===== config.mk =====
export PLATFORM = sky130hd
export DESIGN_NAME = systolic_matmul_sequencer_flat
export DESIGN_NICKNAME = d
export VERILOG_FILES = /design/src/rtl/systolic_matmul_sequencer_if.sv /design/src/rtl/systolic_matmul_sequencer.sv /design/src/flat_wrapper.sv
export SDC_FILE = /design/constraint.sdc
export NUM_CORES = 2
export LEC_CHECK = 0
export CAP_MARGIN = 30
export CORE_MARGIN = 3
export CORE_UTILIZATION = 58
export DETAILED_ROUTE_END_ITERATION = 6
export PLACE_DENSITY = 0.81
export SLEW_MARGIN = 20
export SYNTH_ARGS = -nofsm -noshare
export SYNTH_HDL_FRONTEND = slang
export SYNTH_SLANG_ARGS = --single-unit
export TNS_END_PERCENT = 20

===== constraint.sdc =====
create_clock -name clk -period 2.4 [get_ports clk]
set_input_delay 0.48 -clock clk [delete_from_list [all_inputs] [get_ports clk]]
set_output_delay 0.48 -clock clk [all_outputs]
set_load 0.005 [all_outputs]

===== src/rtl/systolic_matmul_sequencer_if.sv =====
// rtl/systolic_matmul_sequencer_if.sv - systolic array link and result row stream
// master = sequencer side, slave = array model / result consumer side.
interface systolic_matmul_sequencer_if #(
  parameter int DATAWIDTH = 16,
  parameter int N_SIZE    = 5
);
  localparam int AW = $clog2(N_SIZE);

  logic                          sa_valid_in;
  logic [N_SIZE*DATAWIDTH-1:0]   sa_matrix_a;
  logic [N_SIZE*DATAWIDTH-1:0]   sa_matrix_b;
  logic                          sa_valid_out;
  logic [N_SIZE*2*DATAWIDTH-1:0] sa_matrix_c;

  logic                          c_valid;
  logic                          c_ready;
  logic [N_SIZE*2*DATAWIDTH-1:0] c_data;
  logic [AW-1:0]                 c_row;
  logic                          c_last;

  modport master (
    output sa_valid_in, sa_matrix_a, sa_matrix_b,
    input  sa_valid_out, sa_matrix_c,
    output c_valid, c_data, c_row, c_last,
    input  c_ready
  );

  modport slave (
    input  sa_valid_in, sa_matrix_a, sa_matrix_b,
    output sa_valid_out, sa_matrix_c,
    input  c_valid, c_data, c_row, c_last,
    output c_ready
  );
endinterface


===== src/rtl/systolic_matmul_sequencer.sv =====
// rtl/systolic_matmul_sequencer.sv - feeds A/B rows to a systolic array, collects and streams C rows
// Define SYSTOLIC_SEQ_PERF_EN to enable the perf_cycles job counter.
module systolic_matmul_sequencer #(
  parameter  int DATAWIDTH      = 16,
  parameter  int N_SIZE         = 5,
  parameter  int TIMEOUT_CYCLES = 64,
  localparam int AW             = $clog2(N_SIZE)
) (
  input  logic                        clk,
  input  logic                        rst_n,
  input  logic                        start,
  output logic                        busy,
  output logic                        done,
  output logic                        err,
  input  logic                        a_wr_en,
  input  logic [AW-1:0]               a_wr_row,
  input  logic [N_SIZE*DATAWIDTH-1:0] a_wr_data,
  input  logic                        b_wr_en,
  input  logic [AW-1:0]               b_wr_row,
  input  logic [N_SIZE*DATAWIDTH-1:0] b_wr_data,
  output logic [31:0]                 perf_cycles,
  systolic_matmul_sequencer_if.master bus
);
  localparam int RW = N_SIZE * DATAWIDTH;
  localparam int CW = 2 * RW;
  localparam int TW = $clog2(TIMEOUT_CYCLES + 1);
  localparam logic [AW:0]   ROWS     = (AW+1)'(N_SIZE);
  localparam logic [AW:0]   LAST_ROW = (AW+1)'(N_SIZE - 1);
  localparam logic [TW-1:0] TO_LIMIT = TW'(TIMEOUT_CYCLES);

  typedef enum logic [1:0] {S_IDLE, S_FEED, S_COLLECT, S_OUTPUT} state_t;

  state_t                     state_q, state_d;
  logic [N_SIZE-1:0][RW-1:0]  a_q, a_d;
  logic [N_SIZE-1:0][RW-1:0]  b_q, b_d;
  logic [N_SIZE-1:0][CW-1:0]  c_q, c_d;
  logic [AW:0]                idx_q, idx_d;
  logic [AW:0]                cap_q, cap_d;
  logic [TW-1:0]              to_q, to_d;
  logic                       err_q, err_d;
  logic                       capture;

  always_comb begin
    state_d = state_q;
    a_d     = a_q;
    b_d     = b_q;
    c_d     = c_q;
    idx_d   = idx_q;
    cap_d   = cap_q;
    to_d    = to_q;
    err_d   = err_q;
    done    = 1'b0;

    // The array may answer while beats are still going in, so FEED captures too.
    capture = bus.sa_valid_out && (state_q == S_FEED || state_q == S_COLLECT) && (cap_q < ROWS);
    if (capture) begin
      c_d[cap_q[AW-1:0]] = bus.sa_matrix_c;
      cap_d = cap_q + 1'b1;
    end

    case (state_q)
      S_IDLE: begin
        if (a_wr_en && ({1'b0, a_wr_row} < ROWS)) a_d[a_wr_row] = a_wr_data;
        if (b_wr_en && ({1'b0, b_wr_row} < ROWS)) b_d[b_wr_row] = b_wr_data;
        if (start) begin
          state_d = S_FEED;
          err_d   = 1'b0;
          idx_d   = '0;
          cap_d   = '0;
          to_d    = '0;
        end
      end
      S_FEED: begin
        if (idx_q == LAST_ROW) begin
          state_d = S_COLLECT;
          idx_d   = '0;
          to_d    = '0;
        end else begin
          idx_d = idx_q + 1'b1;
        end
      end
      S_COLLECT: begin
        to_d = to_q + 1'b1;
        if (cap_d == ROWS) begin
          state_d = S_OUTPUT;
        end else if (capture) begin
          to_d = '0;
        end else if (to_d == TO_LIMIT) begin
          state_d = S_IDLE;
          err_d   = 1'b1;
        end
      end
      S_OUTPUT: begin
        if (bus.c_ready) begin
          if (idx_q == LAST_ROW) begin
            done    = 1'b1;
            state_d = S_IDLE;
            idx_d   = '0;
          end else begin
            idx_d = idx_q + 1'b1;
          end
        end
      end
      default: state_d = S_IDLE;
    endcase
  end

  always_ff @(posedge clk or negedge rst_n) begin
    if (!rst_n) begin
      state_q <= S_IDLE;
      a_q     <= '0;
      b_q     <= '0;
      c_q     <= '0;
      idx_q   <= '0;
      cap_q   <= '0;
      to_q    <= '0;
      err_q   <= 1'b0;
    end else begin
      state_q <= state_d;
      a_q     <= a_d;
      b_q     <= b_d;
      c_q     <= c_d;
      idx_q   <= idx_d;
      cap_q   <= cap_d;
      to_q    <= to_d;
      err_q   <= err_d;
    end
  end

  assign busy = (state_q != S_IDLE);
  assign err  = err_q;

  assign bus.sa_valid_in = (state_q == S_FEED);
  assign bus.sa_matrix_a = (state_q == S_FEED) ? a_q[idx_q[AW-1:0]] : '0;
  assign bus.sa_matrix_b = (state_q == S_FEED) ? b_q[idx_q[AW-1:0]] : '0;

  assign bus.c_valid = (state_q == S_OUTPUT);
  assign bus.c_data  = (state_q == S_OUTPUT) ? c_q[idx_q[AW-1:0]] : '0;
  assign bus.c_row   = (state_q == S_OUTPUT) ? idx_q[AW-1:0] : '0;
  assign bus.c_last  = (state_q == S_OUTPUT) && (idx_q == LAST_ROW);

`ifdef SYSTOLIC_SEQ_PERF_EN
  logic [31:0] perf_q, perf_d;

  // Counts every non-idle cycle, so the done cycle is included and IDLE holds the result.
  always_comb begin
    perf_d = perf_q;
    if (state_q == S_IDLE) begin
      if (start) perf_d = '0;
    end else begin
      perf_d = perf_q + 32'd1;
    end
  end

  always_ff @(posedge clk or negedge rst_n) begin
    if (!rst_n) perf_q <= '0;
    else        perf_q <= perf_d;
  end

  assign perf_cycles = perf_q;
`else
  assign perf_cycles = 32'd0;
`endif
endmodule


===== src/flat_wrapper.sv =====
// flat-port wrapper written by rule: the top's interface ports become plain ports
module systolic_matmul_sequencer_flat 
#(
  parameter  int DATAWIDTH      = 16,
  parameter  int N_SIZE         = 5,
  parameter  int TIMEOUT_CYCLES = 64,
  localparam int AW             = $clog2(N_SIZE)
)
  (clk, rst_n, start, busy, done, err, a_wr_en, a_wr_row, a_wr_data, b_wr_en, b_wr_row, b_wr_data, perf_cycles, bus_sa_valid_in, bus_sa_matrix_a, bus_sa_matrix_b, bus_sa_valid_out, bus_sa_matrix_c, bus_c_valid, bus_c_data, bus_c_row, bus_c_last, bus_c_ready);
  systolic_matmul_sequencer_if #(.DATAWIDTH(DATAWIDTH), .N_SIZE(N_SIZE)) bus_i ();
  input  logic clk;
  input  logic rst_n;
  input  logic start;
  output logic busy;
  output logic done;
  output logic err;
  input  logic a_wr_en;
  input  logic [AW-1:0] a_wr_row;
  input  logic [N_SIZE*DATAWIDTH-1:0] a_wr_data;
  input  logic b_wr_en;
  input  logic [AW-1:0] b_wr_row;
  input  logic [N_SIZE*DATAWIDTH-1:0] b_wr_data;
  output logic [31:0] perf_cycles;
  output wire logic [$bits(bus_i.sa_valid_in)-1:0] bus_sa_valid_in;
  output wire logic [$bits(bus_i.sa_matrix_a)-1:0] bus_sa_matrix_a;
  output wire logic [$bits(bus_i.sa_matrix_b)-1:0] bus_sa_matrix_b;
  input wire logic [$bits(bus_i.sa_valid_out)-1:0] bus_sa_valid_out;
  input wire logic [$bits(bus_i.sa_matrix_c)-1:0] bus_sa_matrix_c;
  output wire logic [$bits(bus_i.c_valid)-1:0] bus_c_valid;
  output wire logic [$bits(bus_i.c_data)-1:0] bus_c_data;
  output wire logic [$bits(bus_i.c_row)-1:0] bus_c_row;
  output wire logic [$bits(bus_i.c_last)-1:0] bus_c_last;
  input wire logic [$bits(bus_i.c_ready)-1:0] bus_c_ready;
  assign bus_sa_valid_in = bus_i.sa_valid_in;
  assign bus_sa_matrix_a = bus_i.sa_matrix_a;
  assign bus_sa_matrix_b = bus_i.sa_matrix_b;
  assign bus_i.sa_valid_out = bus_sa_valid_out;
  assign bus_i.sa_matrix_c = bus_sa_matrix_c;
  assign bus_c_valid = bus_i.c_valid;
  assign bus_c_data = bus_i.c_data;
  assign bus_c_row = bus_i.c_row;
  assign bus_c_last = bus_i.c_last;
  assign bus_i.c_ready = bus_c_ready;
  systolic_matmul_sequencer #(.DATAWIDTH(DATAWIDTH), .N_SIZE(N_SIZE), .TIMEOUT_CYCLES(TIMEOUT_CYCLES)) u_core (.clk(clk), .rst_n(rst_n), .start(start), .busy(busy), .done(done), .err(err), .a_wr_en(a_wr_en), .a_wr_row(a_wr_row), .a_wr_data(a_wr_data), .b_wr_en(b_wr_en), .b_wr_row(b_wr_row), .b_wr_data(b_wr_data), .perf_cycles(perf_cycles), .bus(bus_i));
endmodule

# Word level (Yosys, flattened, before mapping)
# Cells that the tools add are included.
# op_classes
addsub	3
n_lt_le_gt_ge	10
n_eq_ne	15
muxes	47
n_reduce_logical	20
# ops
operator	count
bitwise mux 400 bit	2
bitwise mux 800 bit	1
binary-select mux 160 bit (select 3 bit)	1
binary-select mux 80 bit (select 3 bit)	2
demux 160 bit (select 3 bit)	1
demux 80 bit (select 3 bit)	2
two-way mux 160 bit	3
two-way mux 80 bit	6
two-way mux 7 bit	4
two-way mux 4 bit	6
case mux 7 bit (3 select lines)	1
< comparator 3 x 4 -> 1 bit, second input constant	4
two-way mux 2 bit	7
case mux 4 bit (3 select lines)	1
greater-or-equal comparator 3 x 1 -> 1 bit, second input constant	3
adder 4 x 1 -> 4 bit, second input constant	2
equality test 4 x 3 -> 1 bit, second input constant	2
logical AND 1 bit	8
inequality test 2 bit, second input constant	4
case mux 2 bit (4 select lines)	1
adder 7 x 1 -> 7 bit, second input constant	1
equality test 7 bit, second input constant	1
two-way mux 1 bit	7
< comparator 3 bit, second input constant	2
other kinds (15)	23
# word_totals
regBits	1618
in_bits	333
out_inout_bits	361
wordCells	115

# Longest topological paths before layout
# logic_depth
ltp_word	8
mapped_depth	10
depth_no_buf	7

# Least setup slack after synthesis
# Ideal clock, no wire load.
# synth_timing
kind	reg-to-output
startpoint	register u_core.idx_q[0]
endpoint	output bus_sa_matrix_a[69]
arrival_ns	1.726
required_ns	1.920
setup_slack_ns	0.194
stages_incl_launch_ff	7
path_buffers	3
cell_sequence	dfrtp_1 buf_2 buf_4 buf_2 mux4_2 a22oi_1 nor2b_1
# synth_between
elab_chain_len	3
# synth_lines
item	line_no	rtl
start, declared	systolic_matmul_sequencer.sv:37	logic [AW:0] idx_q, idx_d;
start signal, assigned	systolic_matmul_sequencer.sv:123	idx_q <= idx_d;
binary-select mux 80 bit (select 3 bit)	systolic_matmul_sequencer.sv:134	assign bus.sa_matrix_a = (state_q == S_FEED) ? a_q[idx_q[AW-1:0]] : '0;
two-way mux 80 bit (implied by the code)	systolic_matmul_sequencer.sv:134	
two-way mux 80 bit	systolic_matmul_sequencer.sv:134	
end, declared	flat_wrapper.sv:25	output wire logic [$bits(bus_i.sa_matrix_a)-1:0] bus_sa_matrix_a;
# Every way passes these cells. The select of a mux whose other input is x is not followed.

# Worst setup path in the final report
# layout_timing
startpoint	register u_core.idx_q[0]
endpoint	output bus_sa_matrix_b[9]
# layout_between
elab_chain_len	3
# layout_lines
item	line_no	rtl
binary-select mux 80 bit (select 3 bit)	systolic_matmul_sequencer.sv:135	assign bus.sa_matrix_b = (state_q == S_FEED) ? b_q[idx_q[AW-1:0]] : '0;
two-way mux 80 bit (implied by the code)	systolic_matmul_sequencer.sv:135	
two-way mux 80 bit	systolic_matmul_sequencer.sv:135	
end, declared	flat_wrapper.sv:26	output wire logic [$bits(bus_i.sa_matrix_b)-1:0] bus_sa_matrix_b;
# Every way passes these cells. The select of a mux whose other input is x is not followed.

==> results.sh <==
export IMPL_post_drt_wl_per_cell_um=26.36
export IMPL_final_net_count=6008
export IMPL_finalSetupViolCount=333
export IMPL_ys_seq_elements=1618
export IMPL_ys_seq_area_frac=0.5543
export IMPL_p_per_area_nw_per_um2=1334
export IMPL_fmax_mhz=278.1
export IMPL_r2r_slack_ns=-0.01
export IMPL_arrival_ns=3.12
export IMPL_violations="negative setup slack"
export IMPL_synth_avg_cell_area_um2=15.54
export IMPL_r2r_cells=8
export IMPL_die_w_um=360.9
export IMPL_cts_tree="done"
export IMPL_grt_total_usage=0.2968
export IMPL_worst_pin_slew_ns=0.6529
export IMPL_worstPathRequired_ns=1.92
export IMPL_rsz0062_at_grt="yes"
export IMPL_drt_iter0_drc=3465
export IMPL_register_area_um2=40500
export IMPL_synth_async_reset_ratio=1.000
export IMPL_cts_clk_slew_worst_paths_ns=0.06
export IMPL_finalPower_mw=123.7
export IMPL_drv_slew=0
export IMPL_port_buffers=661
export IMPL_root_buffer="clkbuf_16"
export IMPL_dp_slack_ns=-0.4883
export IMPL_synthCells=4702
export IMPL_cts_made_buffers=167
export IMPL_firstDrtPassIters=5
export IMPL_skew_ns=0.01837
export IMPL_die_area_um2=130200
export IMPL_gp_congestion=0.8112
export IMPL_end_kind="primary output"
export IMPL_worst_hold_path_type="in -> async"
export IMPL_drc=0
export IMPL_critPathKind="reg -> out"
export IMPL_start_kind="flop"
export IMPL_multi_input_area_um2=31310
export IMPL_antenna_found_initial=40
export IMPL_synth_ff_type="dfrtp_1"
export IMPL_max_slew_margin=0.5648
export IMPL_setup_slack_ns=-1.196
export IMPL_overflow=0
export IMPL_start_util=0.5870
export IMPL_ys_warn_count=0
export IMPL_vias=46000
export IMPL_synth_area_um2=73050
export IMPL_synth_edf_count=0
export IMPL_io_pins=694
export IMPL_die_y_um=360.9
export IMPL_clk_path_buf_depth=3
export IMPL_worstSkewPairLatency_ns=0.78
export IMPL_n_fill_cell=7267
export IMPL_grt_pass1_vias=49630
export IMPL_dp_hpwl_um=130300
export IMPL_grt_pass1_wl_um=298600
export IMPL_core_area_um2=124400
export IMPL_yosys_top_cells_area="dfrtp_1, mux2_2, mux4_2"
export IMPL_hold_viol_final=0
export IMPL_leakage_nw=41.81
export IMPL_ant_nets=0
export IMPL_reg2reg_from="u_core.state_q[1]"
export IMPL_period_minus_slack_ns=3.596
export IMPL_period_share=1.498
export IMPL_wl_um=196800
export IMPL_grt_max_degree=117
export IMPL_yosysTopAreaCellShare=0.5543
export IMPL_cp_max_fo=18
export IMPL_max_cap_violations=0
export IMPL_synthToLayoutAreaGrowth_pct=26.97
export IMPL_viasPerCell=6.163
export IMPL_holdWs_ns=0.2594
export IMPL_cts_sinks=1618
export IMPL_drive_above_1_share=0.4826
export IMPL_yosysTopAreaCell="dfrtp_1"
export IMPL_utilization=0.7453
export IMPL_ir_drop_v=0.0007964
export IMPL_row_count=129
export IMPL_status="finished with violations"
export IMPL_synth_cell_type_count=55
export IMPL_regToRegEndpoint="u_core.a_q[140]"
export IMPL_cts_max_level=4
[synthesized netlist by cell type (all sizes together) (2+ instances only)]
master  count
buf       284
a211oi      3
a211o       3
a22oi     320
and2        5
a31oi       3
a21oi       7
nor4b       2
mux4      320
nand4       2
ha         10
nor2       11
clkbuf     98
inv         9
nand3       6
o211ai      2
and3        4
or4         2
nand2      16
nand3b      2
mux2     1601
a2111o      2
mux2i       3
nor3       10
nor2b     326
a22o        4
o21ai      14
dfrtp    1618
[metal layers]
layer  routed length (um)  global-route usage  vias to the layer above
li1                     -                   -                    19450
met1                79970              0.3915                    24760
met2                99150              0.4919                     1425
met3                11860             0.06409                      338
met4                 5585              0.1029                       32
met5                  221                   0                        -
[cells in the final DEF, fill, tap and decap left out, types with 32 or more instances in the layout]
master	instances
a22oi_1	238
a22oi_2	82
buf_12	160
buf_2	32
buf_4	272
clkbuf_1	34
clkbuf_16	188
clkbuf_8	47
clkdlybuf4s50_1	483
conb_1	32
dfrtp_1	1616
dlymetal6s2s_1	76
mux2_1	100
mux2_2	1501
mux4_2	320
nor2b_1	287
nor2b_2	38
[kinds of logic after synthesis]
logic type,share of synthesized area
fa+ha+maj,0.001713
buf+inv,0.02744
xor+xnor,0.0002398
other cells,0.00005134
mux,0.3459
compound gates,0.03726
flops,0.5543
simple gates,0.03313
[where the power goes]
| part | switching [mW] | internal [mW] | total, mW |
|---|---|---|---|
| combinational | 19.6 | 29.6 | 49.2 |
| clock | 10.9 | 16.1 | 26.9 |
| sequential | 7.06 | 40.5 | 47.6 |
| total | 37.5 | 86.2 | 124 |
[cell type report]
class                           instances  area share
Clock buffer                          256     0.05557
Clock inverter                         50    0.006759
Multi-Input combinational cell       2724      0.3376
Timing Repair Buffer                 1145      0.1402
Inverter                                9   0.0004452
Sequential cell                      1618      0.4366
Tap cell                             1637     0.02208
Antenna cell                           25   0.0006745
[registers in the layout (all words and copies together) (netlist names)]
signal          cells
u_core.a_q        400
u_core.b_q        400
u_core.c_q        800
u_core.cap_q        4
u_core.err          1
u_core.idx_q        4
u_core.state_q      2
u_core.to_q         7
[worst max-delay path by stage]
stage                          startpoint             endpoint  slack (ns)
after detailed placement  u_core.idx_q[0]  bus_sa_matrix_a[36]       -0.49
after CTS                 u_core.idx_q[0]  bus_sa_matrix_a[52]       -1.26
final                     u_core.idx_q[0]   bus_sa_matrix_b[9]       -1.20
after global routing      u_core.idx_q[0]   bus_sa_matrix_b[5]       -1.28
after global placement    u_core.idx_q[0]  bus_sa_matrix_a[36]       -0.49
after floorplan           u_core.idx_q[0]  bus_sa_matrix_a[69]        0.19
[per-stage QoR]
step           cell area (um2)  setup TNS, ns  cells
6_report                 92750        -309.90   7464
5_1_grt                  92720        -349.56   7455
4_1_cts                  91560        -366.30   7381
3_5_place_dp             85140        -110.82   7054
3_3_place_gp             85140        -103.24   7054
2_1_floorplan            73160              0   4733
[repair_timing]
| action | 4_1_cts | 5_1_grt |
|---|---|---|
| resized for setup | 150 | 336 |
| gates cloned | 11 | 14 |
| setup buffers | 9 | 46 |
| hold buffers | 1 | 0 |
| pin swaps | 4 | 17 |
| endpoints found under the setup margin | 337 | 525 |
| endpoints found under the hold margin | 61 | 0 |
[critical path, cell delays in order, from the launching register on]
cell,delay (ns)
dfrtp_4,0.51
buf_12,0.17
nor3_4,0.24
buf_12,0.19
buf_16,0.18
buf_12,0.19
a22oi_1,0.11
nor2b_1,0.16
clkdlybuf4s50_1,0.54
No activity file was read; power rests on OpenSTA's default activity.
